===== config.mk =====
export PLATFORM = sky130hd
export DESIGN_NAME = riscv_fetch_unit
export DESIGN_NICKNAME = d
export VERILOG_FILES = /design/src/rtl/riscv_pkg.sv /design/src/rtl/fetch_queue.sv /design/src/rtl/riscv_fetch_unit.sv
export SDC_FILE = /design/constraint.sdc
export NUM_CORES = 1
export LEC_CHECK = 0
export CAP_MARGIN = 25
export CELL_PAD_IN_SITES_DETAIL_PLACEMENT = 0
export CELL_PAD_IN_SITES_GLOBAL_PLACEMENT = 1
export CORE_MARGIN = 5
export CORE_UTILIZATION = 49
export DETAILED_ROUTE_END_ITERATION = 6
export PLACE_DENSITY = 0.93
export SLEW_MARGIN = 20
export SYNTH_ARGS = -nofsm -noshare
export SYNTH_HDL_FRONTEND = slang
export SYNTH_HIERARCHICAL = 1
export SYNTH_SLANG_ARGS = --single-unit

===== constraint.sdc =====
create_clock -name clk -period 3.2 [get_ports clk]
set_clock_uncertainty 0.1 [all_clocks]
set_input_delay 0.32 -clock clk [delete_from_list [all_inputs] [get_ports clk]]
set_output_delay 0.32 -clock clk [all_outputs]
set_load 0.02 [all_outputs]

===== src/rtl/riscv_pkg.sv =====
// Shared fetch-path types and constants for the RISC-V core front end.
package riscv_pkg;

  localparam int XLEN    = 32;
  localparam int INSTR_W = 32;
  localparam logic [INSTR_W-1:0] NOP = 32'h0000_0013;

  typedef struct packed {
    logic [XLEN-1:0]    pc;
    logic [INSTR_W-1:0] instr;
  } fetch_entry_t;

endpackage


===== src/rtl/fetch_queue.sv =====
// Instruction queue between the memory response port and decode.
// Flush takes priority over push and pop; storage is reset to zero.
module fetch_queue
  import riscv_pkg::*;
#(
  parameter int DEPTH = 4
) (
  input  logic                   clk,
  input  logic                   rst,
  input  logic                   flush,
  input  logic                   push,
  input  fetch_entry_t           push_entry,
  input  logic                   pop,
  output fetch_entry_t           head,
  output logic [$clog2(DEPTH):0] count,
  output logic                   empty,
  output logic                   full
);

  localparam int PTR_W = $clog2(DEPTH);
  localparam int CNT_W = PTR_W + 1;

  fetch_entry_t     mem [DEPTH];
  logic [PTR_W-1:0] rd_ptr;
  logic [PTR_W-1:0] wr_ptr;

  always_ff @(posedge clk or negedge rst) begin
    if (!rst) begin
      rd_ptr <= '0;
      wr_ptr <= '0;
      count  <= '0;
      for (int i = 0; i < DEPTH; i++) begin
        mem[i] <= '0;
      end
    end else if (flush) begin
      rd_ptr <= '0;
      wr_ptr <= '0;
      count  <= '0;
    end else begin
      if (push) begin
        mem[wr_ptr] <= push_entry;
        wr_ptr      <= wr_ptr + PTR_W'(1);
      end
      if (pop) begin
        rd_ptr <= rd_ptr + PTR_W'(1);
      end
      if (push && !pop) begin
        count <= count + CNT_W'(1);
      end else if (pop && !push) begin
        count <= count - CNT_W'(1);
      end
    end
  end

  assign head  = mem[rd_ptr];
  assign empty = (count == '0);
  assign full  = (count == CNT_W'(DEPTH));

  // The parent's credit rule must make an overrun impossible.
  assert property (@(posedge clk) disable iff (!rst) !(push && full && !pop && !flush));

endmodule


===== src/rtl/riscv_fetch_unit.sv =====
// Decoupled instruction fetch: credit-limited request issue, in-order response
// capture into a queue, and redirect handling that discards stale responses.
module riscv_fetch_unit #(
  parameter int              XLEN            = riscv_pkg::XLEN,
  parameter logic [XLEN-1:0] RESET_PC        = '0,
  parameter int              FQ_DEPTH        = 4,
  parameter int              MAX_OUTSTANDING = 2
) (
  input  logic                      clk,
  input  logic                      rst,
  output logic                      imem_req_valid,
  input  logic                      imem_req_ready,
  output logic [XLEN-1:0]           imem_req_addr,
  input  logic                      imem_rsp_valid,
  input  logic [31:0]               imem_rsp_data,
  input  logic                      redirect_valid,
  input  logic [XLEN-1:0]           redirect_pc,
  output logic                      out_valid,
  input  logic                      out_ready,
  output logic [XLEN-1:0]           out_pc,
  output logic [31:0]               out_instr,
  output logic [$clog2(FQ_DEPTH):0] fq_count
);

  import riscv_pkg::*;

  localparam int CNT_W = $clog2(MAX_OUTSTANDING + 1);

  logic [XLEN-1:0]  fetch_pc;
  logic [XLEN-1:0]  rsp_pc;
  logic [XLEN-1:0]  redirect_pc_al;
  logic [CNT_W-1:0] inflight;
  logic [CNT_W-1:0] drop_cnt;
  logic             req_fire;
  logic             rsp_drop;
  logic             q_push;
  logic             q_pop;
  logic             q_empty;
  logic             q_full;
  fetch_entry_t     q_in;
  fetch_entry_t     q_head;

  assign redirect_pc_al = redirect_pc & ~XLEN'(3);

  // Only issue when the queue is guaranteed a slot for every outstanding response.
  assign imem_req_valid = rst && !redirect_valid
                       && (32'(inflight) < MAX_OUTSTANDING)
                       && ((32'(fq_count) + 32'(inflight)) < FQ_DEPTH);
  assign imem_req_addr  = fetch_pc;
  assign req_fire       = imem_req_valid && imem_req_ready;

  assign rsp_drop = redirect_valid || (drop_cnt != '0);
  assign q_push   = imem_rsp_valid && !rsp_drop;
  assign q_in     = '{pc: rsp_pc, instr: imem_rsp_data};

  assign out_valid = !q_empty && !redirect_valid;
  assign q_pop     = out_valid && out_ready;
  assign out_pc    = q_head.pc;
  assign out_instr = q_head.instr;

  always_ff @(posedge clk or negedge rst) begin
    if (!rst) begin
      fetch_pc <= RESET_PC;
      rsp_pc   <= RESET_PC;
      inflight <= '0;
      drop_cnt <= '0;
    end else begin
      if (redirect_valid) begin
        fetch_pc <= redirect_pc_al;
        rsp_pc   <= redirect_pc_al;
        // A response arriving this cycle is already discarded; drop the rest.
        drop_cnt <= inflight - CNT_W'(imem_rsp_valid);
      end else begin
        if (req_fire) begin
          fetch_pc <= fetch_pc + XLEN'(4);
        end
        if (q_push) begin
          rsp_pc <= rsp_pc + XLEN'(4);
        end
        if (imem_rsp_valid && (drop_cnt != '0)) begin
          drop_cnt <= drop_cnt - CNT_W'(1);
        end
      end
      if (req_fire && !imem_rsp_valid) begin
        inflight <= inflight + CNT_W'(1);
      end else if (!req_fire && imem_rsp_valid) begin
        inflight <= inflight - CNT_W'(1);
      end
    end
  end

  fetch_queue #(
    .DEPTH(FQ_DEPTH)
  ) u_fetch_queue (
    .clk       (clk),
    .rst       (rst),
    .flush     (redirect_valid),
    .push      (q_push),
    .push_entry(q_in),
    .pop       (q_pop),
    .head      (q_head),
    .count     (fq_count),
    .empty     (q_empty),
    .full      (q_full)
  );

endmodule


==> flow_metrics.tcl, run 1 <==
set metrics [dict create \
    grt_pass1_vias 10388 \
    fin_cells 1694 \
    fillCellCount 2596 \
    dr.pass1.iters 4 \
    die_area_um2 37300 \
    whs_path_depth 3 \
    cts_made_buffers 37 \
    port_buffers 166 \
    period_share 0.934 \
    cts_tree "done" \
    clkTransAtPathRegs_ns 0.06 \
    dr_wl_met3_um 1820 \
    ant_nets 0 \
    top_layer "met5" \
    min_period_ns 2.99 \
    chipWidth_um 193 \
    hpwl_um 23400 \
    powerDensity_nw_per_um2 718 \
    syn_area_per_cell_um2 16.0 \
    worst_ep_arrival_time_ns 2.57 \
    cts_buffer_depth 3 \
    rrSetupSlack_ns 0.55 \
    grt.total_usage 0.193 \
    clk_latency_ns 0.51 \
    power_frac_comb 0.308 \
    dp.cells 1626 \
    vdd_ir_drop_max_mv 0.415 \
    cts_sinks 327 \
    root_buffer "clkbuf_16" \
    tightest_slew_ns 0.915 \
    dr_wl_met2_um 17100 \
    nets 1299 \
    p_int_mw 10.0 \
    swShare 0.291 \
    hp-start "redirect_pc[22]" \
    routedWlPerCell_um 21.5 \
    cp-start-kind "register" \
    grt_pass1_wl_um 59500 \
    hp-class "input port to register" \
    p_leak_nw 9.29 \
    post-place-ws_ns 0.392 \
    start_util 0.493 \
    hold_viol_final 0 \
    max_freq_mhz 334 \
    post-cts-setup-buffer-count 0 \
    wl_um 36400 \
    rr_startpoint "inflight[1]" \
    drtIter0Drc 539 \
    io_pins 171 \
    drc 0 \
    overflow 0 \
    drv_slew 0 \
    power_switching_mw 4.11 \
    setup_viol_count_final 0 \
    cts_max_level 2 \
    slew_headroom 0.390 \
    clkPwrFrac 0.305 \
    cp_max_fo 12 \
    rr_endpoint "imem_req_addr[16]" \
    antenna_found_initial 1 \
    required_ns 2.78 \
    vias_per_cell 5.49 \
    rows 67 \
    grt_max_degree 170 \
    syn_inst 1030 \
    netlist_area_um2 16400 \
    setup_ws_ns 0.210 \
    rsz0062_at_grt "no" \
    gp_congestion 0.814 \
    seqPwrFrac 0.386 \
    met1_length_um 16900 \
    yosys_warnings 6 \
    tns_ns 0 \
    n_antenna_cell 0 \
    reg2reg_depth 6 \
    drv_cap 0 \
    die_h_um 193 \
    end_kind "output pin" \
    critPathKind "register to output pin" \
    hold_end "imem_req_addr[22]" \
    core_area_um2 33400 \
    area_growth_pct 19.4 \
    vias 9301 \
    final_layout_size_suffix_gt1_frac 0.372 \
    outcome "complete, no violations" \
]
-- sequential cells by signal (all words and copies together) (netlist names) --
signal and cells:
rsp_pc 30, u_fetch_queue/rd_ptr 2, inflight 2, drop_cnt 2, u_fetch_queue/mem 256, u_fetch_queue/wr_ptr 2
imem_req_addr 30, u_fetch_queue/count 3
-- worst max path at each step --
stage	startpoint	end	slack [ns]	depth (start not counted)
floorplan	u_fetch_queue/count[1]	inflight[1]	0.41	10
global placement	redirect_valid	imem_req_addr[16]	0.42	6
detailed placement	redirect_valid	imem_req_addr[22]	0.39	6
CTS	inflight[1]	imem_req_valid	0.08	4
global route	u_fetch_queue/rd_ptr[0]	out_pc[12]	0.09	3
finish	u_fetch_queue/rd_ptr[0]	out_pc[12]	0.21	3
-- per-stage QoR --
| step | hold slack, ns | cell area, µm² | power (mW) | utilization |
|---|---|---|---|---|
| after floorplan | -0.0756 | 16500 | 8.07 | - |
| after global routing | 0.330 | 19600 | 14.8 | 0.589 |
| after global placement | 0.333 | 18400 | 9.72 | 0.551 |
| after CTS | 0.292 | 19600 | 14.3 | 0.589 |
| final | 0.304 | 19600 | 14.1 | 0.589 |
| after detailed placement | 0.331 | 18400 | 9.86 | 0.551 |
-- placed cells by master, fill, tap and decap left out, types with 20 or more instances in the layout --
cell type and count:
mux2_2 49, xnor2_1 37, clkbuf_16 39, clkdlybuf4s50_1 164
nand3_1 25, dfrtp_1 325, mux4_2 64, mux2_4 240
nand4_1 20, nand2_1 33, xor2_1 21, buf_4 20
nor2_1 22
-- metal layers --
| metal | global-route usage | up-vias |
|---|---|---|
| li1 | - | 4150 |
| met1 | 0.281 | 4881 |
| met2 | 0.309 | 224 |
| met3 | 0.0388 | 44 |
| met4 | 0.0336 | 2 |
| met5 | 0 | - |
-- power groups by stage --
stage	clock (mW)	combinational, mW	sequential [mW]
finish	4.31	4.35	5.45
floorplan	0	2.73	5.34
CTS	4.42	4.41	5.45
global placement	0	4.28	5.44
global route	4.61	4.61	5.55
detailed placement	0	4.38	5.48
-- critical path: stages, from the launching register on --
cell	delay (ns)
dfrtp_4	0.60
buf_4	0.33
mux4_2	0.57
clkdlybuf4s50_1	0.56
-- final cells by class --
| class | count | area, µm² | share of cell area |
|---|---|---|---|
| Sequential cell | 327 | 8190 | 0.417 |
| Clock inverter | 17 | 181 | 0.00923 |
| Multi-Input combinational cell | 639 | 7570 | 0.385 |
| Tap cell | 448 | 561 | 0.0285 |
| Timing Repair Buffer | 196 | 2010 | 0.102 |
| Inverter | 17 | 63.8 | 0.00325 |
| Clock buffer | 50 | 1080 | 0.0548 |
-- repair_timing --
item | in CTS | in global routing
resized for setup | 0 | 1
hold buffers | 1 | 0
hold endpoints to repair | 36 | 0
setup endpoints to repair | 0 | 1
No activity file was read; power rests on OpenSTA's default activity.
==> inputs of run 2 (changes only) <==
--- a/config.mk
+++ b/config.mk
@@ -11,6 +11,7 @@
 export CORE_MARGIN = 5
 export CORE_UTILIZATION = 49
 export DETAILED_ROUTE_END_ITERATION = 6
+export GPL_TIMING_DRIVEN = 0
 export PLACE_DENSITY = 0.93
 export SLEW_MARGIN = 20
 export SYNTH_ARGS = -nofsm -noshare
==> flow_metrics.tcl, run 2 (synthesized netlist as in run 1, its figures left out) <==
set metrics [dict create \
    max_freq_mhz 329 \
    power_frac_comb 0.313 \
    critPathKind "register to output pin" \
    vdd_ir_drop_max_mv 0.431 \
    port_buffers 165 \
    period_share 0.949 \
    rsz0062_at_grt "no" \
    hold_viol_final 0 \
    die_h_um 193 \
    placed_area_um2 18800 \
    rr_startpoint "inflight[1]" \
    clkTransAtPathRegs_ns 0.06 \
    grt_pass1_wl_um 61700 \
    drc 0 \
    antenna_found_initial 1 \
    final_layout_size_suffix_gt1_frac 0.382 \
    hold_end "u_fetch_queue/rd_ptr[1]" \
    outcome "complete, no violations" \
    grt_max_degree 48 \
    ant_nets 0 \
    cts_max_level 2 \
    rr_endpoint "imem_req_addr[18]" \
    gp_congestion 0.803 \
    clk_latency_ns 0.51 \
    whs_path_depth 2 \
    worstSetupStartpoint "u_fetch_queue/rd_ptr[0]" \
    hp-class "input port to register" \
    wl_um 38100 \
    nets 1341 \
    rows 67 \
    tightest_slew_ns 0.817 \
    cts_sinks 327 \
    power_switching_mw 4.11 \
    cts_tree "done" \
    dp.cells 1655 \
    end_kind "output pin" \
    clkPwrFrac 0.305 \
    cp_max_fo 10 \
    grt.total_usage 0.203 \
    reg2reg_depth 6 \
    routedWlPerCell_um 22.0 \
    required_ns 2.78 \
    dr.pass1.iters 5 \
    total_power_mw 14.2 \
    grt_pass1_vias 10590 \
    drv_cap 0 \
    start_util 0.493 \
    multi_input_area_um2 7570 \
    final_cell_mix "dfrtp_1, mux2_4, clkdlybuf4s50_1, mux4_2, mux2_2" \
    drtIter0Drc 409 \
    rrSetupSlack_ns 0.34 \
    layout_commonest_cell "dfrtp_1" \
    cp-start-kind "register" \
    io_pins 171 \
    powerDensity_nw_per_um2 698 \
    root_buffer "clkbuf_16" \
    drv_slew 0 \
    area.sequential_um2 8180 \
    core_area_um2 33400 \
    p_leak_nw 9.69 \
    hpwl_um 25100 \
    n_antenna_cell 0 \
    p_int_mw 10.1 \
    fin_cells 1732 \
    min_period_ns 3.04 \
    chipWidth_um 193 \
    largest_reg_flops 256 \
    swShare 0.289 \
    vias 9520 \
    hp-start "redirect_valid" \
    slew_headroom 0.451 \
    max_flop_register "u_fetch_queue/mem" \
    worst_ep_arrival_time_ns 2.62 \
    cts_buffer_depth 3 \
    cts_made_buffers 37 \
    fin_area_um2 20400 \
    die_area_um2 37300 \
    fillCellCount 2561 \
    vias_per_cell 5.50 \
    seqPwrFrac 0.381 \
    setup_viol_count_final 0 \
    area_growth_pct 23.7 \
    overflow 0 \
]
==> run 2: changes by cell type in the layout (fill, tap and decap cells not counted), sizes merged, moves of 2 or more <==
cell / delta
dlygate4sd3: +2
clkinv: -4
bufbuf: +5
clkbuf: +11
buf: +26
==> run 2: metal layers <==
metal  GRT usage  share of wire  wire length (µm)
met5           0        0.00034                13
met4      0.0422          0.017               638
met3      0.0464          0.052              1990
met2       0.326           0.47             17900
met1       0.288           0.46             17600
==> run 2: power by group through the flow <==
stage / registers, mW / logic, mW / clock network, mW
5_1_grt: 5.51 / 4.72 / 4.61
3_3_place_gp: 5.42 / 4.34 / 0
4_1_cts: 5.41 / 4.51 / 4.44
6_report: 5.42 / 4.45 / 4.34
2_1_floorplan: 5.34 / 2.73 / 0
3_5_place_dp: 5.45 / 4.45 / 0
==> run 2: area by class of cell <==
class / count / area share
clock inverters: 12 / 0.00719
clock buffers: 51 / 0.0546
flip-flops and latches: 327 / 0.402
repair buffers: 182 / 0.101
plain buffers: 56 / 0.0332
multi-input cells: 639 / 0.372
inverters: 17 / 0.00313
well taps: 448 / 0.0275
==> run 2: timing repair <==
| item | 4_1_cts | 5_1_grt |
|---|---|---|
| resized for setup | 4 | 2 |
| hold buffers | 9 | 0 |
| buffers inserted | 0 | 0 |
| hold endpoints to repair | 154 | 0 |
| gates cloned | 5 | 0 |
| setup endpoints to repair | 37 | 38 |
==> run 2: how the worst max path moves through the flow <==
| stage | end | slack (ns) | cells past startpoint |
|---|---|---|---|
| floorplan | inflight[1] | 0.41 | 10 |
| global placement | u_fetch_queue/mem[119] | -12.14 | 1 |
| detailed placement | imem_req_addr[18] | -1.11 | 9 |
| CTS | out_pc[3] | 0.004 | 4 |
| global route | out_pc[3] | 0.007 | 4 |
| finish | out_pc[3] | 0.16 | 4 |
==> run 2: critical path, stage by stage, from the launching register on <==
cell and delay (ns):
dfrtp_1 0.36, clkbuf_4 0.29, buf_4 0.30, mux4_2 0.53, clkdlybuf4s50_1 0.61
==> run 2: stage by stage <==
stage / setup WS [ns] / setup TNS, ns / utilization / hold WS (ns)
6_report: 0.162 / 0 / 0.610 / 0.0432
5_1_grt: 0.00702 / 0 / 0.610 / 0.0390
4_1_cts: 0.00360 / 0 / 0.610 / 0.0206
3_5_place_dp: -1.11 / -29.78 / 0.563 / 0.185
3_3_place_gp: -12.14 / -4316.29 / 0.560 / 0.382
2_1_floorplan: 0.411 / 0 / - / -0.0756
